$ cat src/rtl/uofdm_frame_split.sv
// uofdm_frame_split: buffers one IFFT frame, then emits it as a positive half-frame followed by a flipped-negative half-frame.
module uofdm_frame_split #(
  parameter int N  = 128,
  parameter int DW = 16
) (
  input  logic          clk,
  input  logic          reset,
  input  logic          src_valid,
  input  logic          src_sop,
  input  logic          src_eop,
  input  logic [DW-1:0] src_real,
  output logic          src_ready,
  output logic          out_valid,
  input  logic          out_ready,
  output logic [DW-1:0] out_data,
  output logic          out_sop,
  output logic          out_eop,
  output logic          out_pos,
  output logic          frame_err
);
  localparam int AW = N > 1 ? $clog2(N) : 1;
  localparam logic [AW-1:0] LAST = AW'(N - 1);
  localparam logic signed [DW-1:0] SMIN = {1'b1, {(DW-1){1'b0}}};
  localparam logic signed [DW-1:0] SMAX = {1'b0, {(DW-1){1'b1}}};
  typedef enum logic [1:0] {IDLE, FILL, EMIT_POS, EMIT_NEG} state_t;
  state_t state;
  logic [AW-1:0] widx, ridx;
  logic last_issued;
  logic signed [DW-1:0] mem [N];
  logic signed [DW-1:0] x;
  logic [DW-1:0] pos_val, neg_val;
  logic accept, load, out_fire;
  assign src_ready = reset && (state == IDLE || state == FILL);
  assign accept    = src_valid && src_ready;
  assign out_fire  = out_valid && out_ready;
  // The output register refills whenever it is empty or being drained, giving one beat per clock.
  assign load = (state == EMIT_POS || (state == EMIT_NEG && !last_issued)) && (!out_valid || out_ready);
  assign x    = mem[ridx];
  always_comb begin
    pos_val = x > 0 ? x : '0;
    neg_val = x == SMIN ? SMAX : (x < 0 ? -x : '0);
  end
  always_ff @(posedge clk) begin
    if (accept && (state == FILL || src_sop))
      mem[src_sop ? '0 : widx] <= src_real;
  end
  always_ff @(posedge clk or negedge reset) begin
    if (!reset) begin
      state       <= IDLE;
      widx        <= '0;
      ridx        <= '0;
      last_issued <= 1'b0;
      out_valid   <= 1'b0;
      out_data    <= '0;
      out_sop     <= 1'b0;
      out_eop     <= 1'b0;
      out_pos     <= 1'b0;
      frame_err   <= 1'b0;
    end else begin
      frame_err <= 1'b0;
      if (out_fire)
        out_valid <= 1'b0;
      if (load) begin
        out_valid <= 1'b1;
        out_data  <= state == EMIT_POS ? pos_val : neg_val;
        out_sop   <= ridx == '0;
        out_eop   <= ridx == LAST;
        out_pos   <= state == EMIT_POS;
        ridx      <= ridx == LAST ? '0 : ridx + 1'b1;
      end
      case (state)
        IDLE: begin
          if (accept && src_sop) begin
            if (src_eop)
              frame_err <= 1'b1;
            else begin
              state <= FILL;
              widx  <= AW'(1);
            end
          end
        end
        FILL: begin
          if (accept) begin
            if (src_sop) begin
              frame_err <= 1'b1;
              widx      <= AW'(1);
            end else if (widx == LAST) begin
              if (src_eop)
                state <= EMIT_POS;
              else begin
                frame_err <= 1'b1;
                state     <= IDLE;
              end
            end else if (src_eop) begin
              frame_err <= 1'b1;
              state     <= IDLE;
            end else
              widx <= widx + 1'b1;
          end
        end
        EMIT_POS: begin
          if (load && ridx == LAST)
            state <= EMIT_NEG;
        end
        default: begin
          if (load && ridx == LAST)
            last_issued <= 1'b1;
          // Only the handshake of the final negative beat frees the buffer for the next frame.
          if (out_fire && out_eop && !out_pos) begin
            state       <= IDLE;
            last_issued <= 1'b0;
          end
        end
      endcase
    end
  end
endmodule
$ cat config.mk
export PLATFORM = sky130hd
export DESIGN_NAME = uofdm_frame_split
export DESIGN_NICKNAME = d
export VERILOG_FILES = /design/src/rtl/uofdm_frame_split.sv
export SDC_FILE = /design/constraint.sdc
export NUM_CORES = 2
export LEC_CHECK = 0
export ABC_CLOCK_PERIOD_IN_PS = 4900
export BUFFER_PORTS_ARGS = -buffer_cell sky130_fd_sc_hd__buf_2
export CELL_PAD_IN_SITES_DETAIL_PLACEMENT = 1
export CELL_PAD_IN_SITES_GLOBAL_PLACEMENT = 1
export CORE_MARGIN = 3
export CORE_UTILIZATION = 58
export CTS_BUF_LIST = sky130_fd_sc_hd__clkbuf_2 sky130_fd_sc_hd__clkbuf_4 sky130_fd_sc_hd__clkbuf_8
export CTS_CLUSTER_SIZE = 14
export DETAILED_ROUTE_END_ITERATION = 7
export PLACE_DENSITY_LB_ADDON = 0.05
export SLEW_MARGIN = 20
export SYNTH_ARGS = -nofsm -noshare
export SYNTH_HDL_FRONTEND = slang
export SYNTH_SLANG_ARGS = --single-unit
$ cat constraint.sdc
create_clock -name clk -period 4.9 [get_ports clk]
set_input_delay 1.47 -clock clk [delete_from_list [all_inputs] [get_ports clk]]
set_output_delay 1.47 -clock clk [all_outputs]
set_load 0.03 [all_outputs]
* After elaboration in Yosys (flattened, before gate mapping)
Memory sizes are Yosys's and may differ from the RTL's. Cells that the tools add are included.
Word-level totals: bits in registers 38, latch bits 0, bits in writable memories 2048, bits in read-only memories 0, input bits 22, output and inout port bits 22, word-level logic and storage cells 94, memories 1
Operators by class: add/sub/neg operators 3, multiply operators 0, div/mod/pow operators 0, order comparisons 2, equal/unequal tests 14, shift operators 0, muxes and demuxes 36, bitwise logic cells 1, reductions and logical operators 27
Memories:
- mem | words 128, bits a word 16, read ports 1, clocked after memory_dff 0, write ports 1, line 29 | logic signed [DW-1:0] mem [N];
Operators with widths (count):
- $mux W16 | 4
- $mux W7 | 8
- $mux W2 | 9
- $eq A16 B16 Y1 const B | 1
- $gt A16 B1 Y1 const B | 1
- $lt A16 B1 Y1 const B | 1
- $neg A16 Y16 | 1
- $add A7 B1 Y7 const B | 2
- $eq A7 B7 Y1 const B | 2
- $pmux W7 S2 | 1
- $mux W1 | 12
- $logic_and A1 B1 Y1 | 10
- $logic_not A7 Y1 | 1
- $reduce_and A7 Y1 | 1
- $ne A2 B2 Y1 const B | 3
- $ne A3 B3 Y1 const B | 2
- $pmux W2 S3 | 1
- $reduce_and A6 Y1 | 1
- $reduce_bool A2 Y1 | 3
- $eq A2 B2 Y1 const B | 2
- $logic_or A1 B1 Y1 | 4
- $ne A2 B1 Y1 const B | 2
- $reduce_bool A4 Y1 | 1
- $logic_not A1 Y1 | 3
- other kinds (7) | 7

* Depth between registers and ports, before layout
word-level depth 7, mapped depth 21, depth with buffers taken out 13

* Least setup slack after synthesis
OpenSTA, ideal clock, no wires.
path kind in2reg, start point in reset, end point mem mem[112][0] (enable), library setup time 0.389 ns, arrival time 3.788 ns, data required time 4.511 ns, path slack 0.723 ns, cell stages on the path 6, path buffers 1, cells stage by stage nor2b_1 > nand2_1 > nor2_1 > o21ai_0 > clkbuf_1 > nor2_1
On the way: cells in the longest elaborated chain, start to end 5
Ends and longest elaborated chain:
- start: declaration | line 7 | input logic reset,
- $logic_and A1 B1 Y1 | line 33 | assign src_ready = reset && (state == IDLE || state == FILL);
- $logic_and A1 B1 Y1 | line 34 | assign accept = src_valid && src_ready;
- $logic_and A1 B1 Y1 | line 44 | if (accept && (state == FILL || src_sop))
- $mux W1 | line 44
- $mux W1 | line 45 | mem[src_sop ? '0 : widx] <= src_real;
- end: declaration | line 29
No other way between the ends.

* Final worst setup path
start point reg ridx[2], end point reg out_data[2]
On the way: cells in the longest elaborated chain, start to end 5, elaborated cells between the ends (all ways) 9, classes of those cells add/sub (1); order compare (2); eq/ne (1); mux (4); memory (1)
Ends and longest elaborated chain:
- start: declaration | line 27 | logic [AW-1:0] widx, ridx;
- start signal: assignment | line 69 | ridx <= ridx == LAST ? '0 : ridx + 1'b1;
- $mem_v2 Z128 W16 *
- $neg A16 Y16 / $lt A16 B1 Y1 (equally long branches) | line 41 | neg_val = x == SMIN ? SMAX : (x < 0 ? -x : '0);
- $mux W16 (2 in series) | line 41
- $mux W16 * | line 65 | out_data <= state == EMIT_POS ? pos_val : neg_val;
- end signal: assignment | line 65
- end: declaration | line 15 | output logic [DW-1:0] out_data,
Every way passes the cells marked *; elsewhere a longest branch is shown, timed or not. A chain may end at the register's enable or synchronous reset.

==> run_results.csv <==
group,metric,value,unit
clock_tree,htree_num_levels,5,
clock_tree,numCtsBuffers,344,
drt,postRouteAntennaNets,0,
floorplan,die_x,383,µm
floorplan,start_util,0.587,
place,dp_hpwl,162000,µm
yosys,seq_area_frac_synth,0.759,
setup_path,critPathLaunchType,"flip-flop",
drt,vias_per_cell,6.83,
global_routing,track_usage,0.352,
setup_path,worstSetupPathType,"flip-flop to flip-flop",
setup_path,crit-reg2reg-launch,"ridx[2]",
hold_path,hold_depth,2,
yosys,syn-cell-area,0.0823,mm²
yosys,synth.ff_latch_count,2086,
pwr,p_per_area,373,mW/mm²
outcome,status,"completed",
global_routing,grt_pass1_wl,360000,µm
drt,drc,0,
setup_path,cp_num_buf_inv,4,
floorplan,io_pins,44,
timing,fin_crit,4.83,ns
clock_tree,cts_tree,"yes",
finish,syn_to_final_growth,13.8,%
setup_path,cp_cell_sequence,"inv_4 -> buf_4 -> mux2i_1 -> o22ai_1 -> a2111oi_1 -> buf_4 -> o21ai_0 -> a2bb2oi_2 -> and4bb_1 -> buf_4 -> and3_2 -> and2_1 -> o32a_1",
timing,clock_skew,0.0716,ns
timing,fin_ws,0.0731,ns
drt,routed-wl-met2,117000,µm
pwr,p_sw_frac,0.210,
clock_tree,clk_path_buf_depth,4,
finish,drive_gt1_frac,0.302,
place,placed_area,0.0871,mm²
drt,drt-initial-drc-count,6900,
timing,fmax,0.207,GHz
yosys,yosys_warnings,0,
floorplan,dieArea,0.146,mm²
drt,dr.max_layer_used,"met5",
yosys,syn_nets,4011,
drt,totalWireLength,254000,µm
pwr,comb_power_share,0.019,
yosys,avgSynthCellArea,20.7,µm²
flow_run,maxCapViolations,0,
setup_path,cpMostUsedCell,"buf_4",
timing,report.final.hold_viol_count,0,
pwr,p_sw,7.35,mW
clock_tree,clock_latency,1.02,ns
yosys,ys_async_sr_fraction,0.0182,
setup_path,cp_data_arrival_time,5.72,ns
setup_path,slowest_stage,"a2111oi_1",
setup_path,path_max_fanout,23,
finish,fin_nets,4621,
pwr,seqPwrFrac,0.563,
clock_tree,cts_hold_buf,0,
setup_path,critical_path.endpoint_type,"flip-flop",
timing,slew_headroom,0.261,
clock_tree,clockRootBuffer,"clkbuf_8",
hold_path,min_path_type,"flip-flop to flip-flop",
timing,setup_viol,0,
timing,tightest_slew,1.10,ns
global_routing,grt_pass1_vias,46939,
timing,rsz0062_at_grt,"false",
drt,route.detailed.wl_per_inst,37.8,µm
drt,wl_met1,98100,µm
setup_path,r2r_end,"out_data[2]",
floorplan,placementRows,137,
setup_path,critical_path.max_stage_delay,0.75,ns
finish,stdcell_count,6726,
setup_path,cpLargestDelayFamily,"compound AO/OA/AOI/OAI gates",
hold_path,whs_endpoint,"out_data[14]",
finish,fillers,11583,
place,numPortBuffers,43,
yosys,synth-edff-count,2048,
yosys,ys.flop_type,"edfxtp_1",
hold_path,hold_start,"out_data[14]",
timing,fin_crit_sh,0.985,
pwr,finalPower,34.9,mW
pwr,internal-power,27.6,mW
clock_tree,clk_pin_slew,0.07,ns
place,dp_worst_setup_slack,0.00689,ns
global_routing,antenna_found_initial,14,
place,dp.cells,6122,
floorplan,core,0.140,mm²
finish,seq_area,0.0625,mm²
drt,dr_total_vias,45964,
setup_path,required,5.79,ns
place,gp_congestion,0.943,
timing,final_max_slew_viol_count,0,
yosys,post_synth_num_cell_types,113,
drt,dr.pass1.iters,6,
timing,fin_setup_tns,0,ns
global_routing,grt_max_degree,101,
finish,multi_input_area,0.0181,mm²
drt,route.met3.wl,28000,µm
floorplan,die_y,383,µm
global_routing,grt_overflow,0,
clock_tree,cts.sinks,2086,
setup_path,reg2reg_setup_slack,0.07,ns
finish,fin_area,0.0936,mm²
pwr,ir_worst_vdd,0.316,mV
pwr,p_leak,29.8,nW
yosys,synthCells,3984,
setup_path,reg2regPathDepth,13,
pwr,pwr-share-clk,0.418,
[cells by family after synthesis]
kind of cell    synth area share
buf+inv                   0.0222
compound gates            0.0416
mux                        0.145
fa+ha+maj               0.000760
flops                      0.759
xor+xnor                0.000639
simple gates              0.0307
[sequential cells by signal (all words and copies together), names as in the netlist]
name and count:
widx 7, out_sop 1, frame_err 1, mem 2048, out_eop 1, out_valid 1
last_issued 1, state 2, out_pos 1, ridx 7, out_data 16
[per-stage QoR]
| stage | hold slack (ns) | util |
|---|---|---|
| after floorplan | 0.500 | - |
| after global placement | 0.476 | 0.621 |
| after detailed placement | 0.480 | 0.621 |
| after CTS | 0.502 | 0.667 |
| after global routing | 0.525 | 0.668 |
| final | 0.496 | 0.668 |
[cell usage in the layout (no fill, tap or decap), types with 31 or more instances in the layout]
cell,synthesis,routed
dfrtp_1,38,32
clkbuf_4,0,118
o21ai_0,53,52
buf_12,17,47
buf_4,37,415
nand3_1,48,48
mux2i_1,231,231
clkbuf_8,13,354
nand2_1,123,123
mux4_2,369,369
edfxtp_1,2048,2048
clkinv_1,1,80
clkinv_2,0,31
o22ai_1,32,32
a21oi_1,70,70
nor3_1,32,31
nor2_1,190,186
mux4_1,44,44
a22oi_1,102,102
[layout make-up]
class	instances	share of cell area
Clock inverter	123	0.00708
Clock buffer	472	0.0615
Sequential cell	2086	0.667
Tap cell	1876	0.0251
Antenna cell	7	0.000187
Timing Repair Buffer	494	0.0455
Inverter	9	0.000388
Multi-Input combinational cell	1659	0.193
[worst max-delay path by stage]
stage / slack [ns] / depth (start not counted) / endpoint / from
after CTS: 0.02 / 14 / out_data[2] / ridx[1]
after global placement: 0.05 / 14 / out_data[2] / ridx[1]
final: 0.07 / 13 / out_data[2] / ridx[2]
after global routing: 0.01 / 16 / out_data[6] / ridx[2]
after floorplan: 0.72 / 6 / mem[112][0] / reset
after detailed placement: 0.007 / 14 / out_data[2] / ridx[1]
[synth_stat cells, drive strengths merged, types with 9 or more instances]
| library cell | number | area share |
|---|---|---|
| a2111oi | 10 | 0.0013 |
| a211oi | 18 | 0.0018 |
| a21oi | 71 | 0.0044 |
| a221oi | 30 | 0.0033 |
| a22o | 19 | 0.0020 |
| a22oi | 102 | 0.0093 |
| a31oi | 19 | 0.0014 |
| and2 | 14 | 0.0011 |
| buf | 166 | 0.017 |
| clkbuf | 63 | 0.0045 |
| dfrtp | 38 | 0.012 |
| edfxtp | 2048 | 0.75 |
| mux2 | 14 | 0.0019 |
| mux2i | 231 | 0.028 |
| mux4 | 413 | 0.12 |
| nand2 | 125 | 0.0058 |
| nand2b | 9 | 0.00068 |
| nand3 | 50 | 0.0032 |
| nand4 | 13 | 0.00099 |
| nor2 | 194 | 0.0090 |
| nor2b | 29 | 0.0022 |
| nor3 | 34 | 0.0022 |
| nor4 | 12 | 0.00099 |
| o21ai | 58 | 0.0036 |
| o221ai | 11 | 0.0012 |
| o22ai | 33 | 0.0026 |
[power by group through the flow]
stage / Clock, mW / Sequential (mW) / Combinational [mW]
5_1_grt: 15.6 / 19.7 / 0.716
6_report: 14.6 / 19.7 / 0.676
4_1_cts: 14.8 / 19.7 / 0.661
3_5_place_dp: 0 / 20.0 / 0.660
2_1_floorplan: 0 / 20.0 / 0.166
3_3_place_gp: 0 / 20.0 / 0.620
[metal layers]
layer | vias to the layer above | global-route usage
met5 | - | 0
met2 | 3145 | 0.529
met3 | 579 | 0.0774
met4 | 4 | 0.140
met1 | 24281 | 0.511
li1 | 17955 | -
[worst register-to-register path, delay by kind of cell (launching register included)]
kind,cells,cell delay [ns]
compound gates,5,1.53
buf+inv,4,1.17
mux,1,0.55
flops,1,0.70
simple gates,3,0.79
[what timing repair did]
item | CTS | global route
gates cloned | 0 | 0
buffers inserted | 0 | 1
resized for setup | 1 | 0
endpoints found under the hold margin | 0 | 0
endpoints found under the setup margin | 3 | 2
Note: power is estimated with default switching activity, not from simulation.
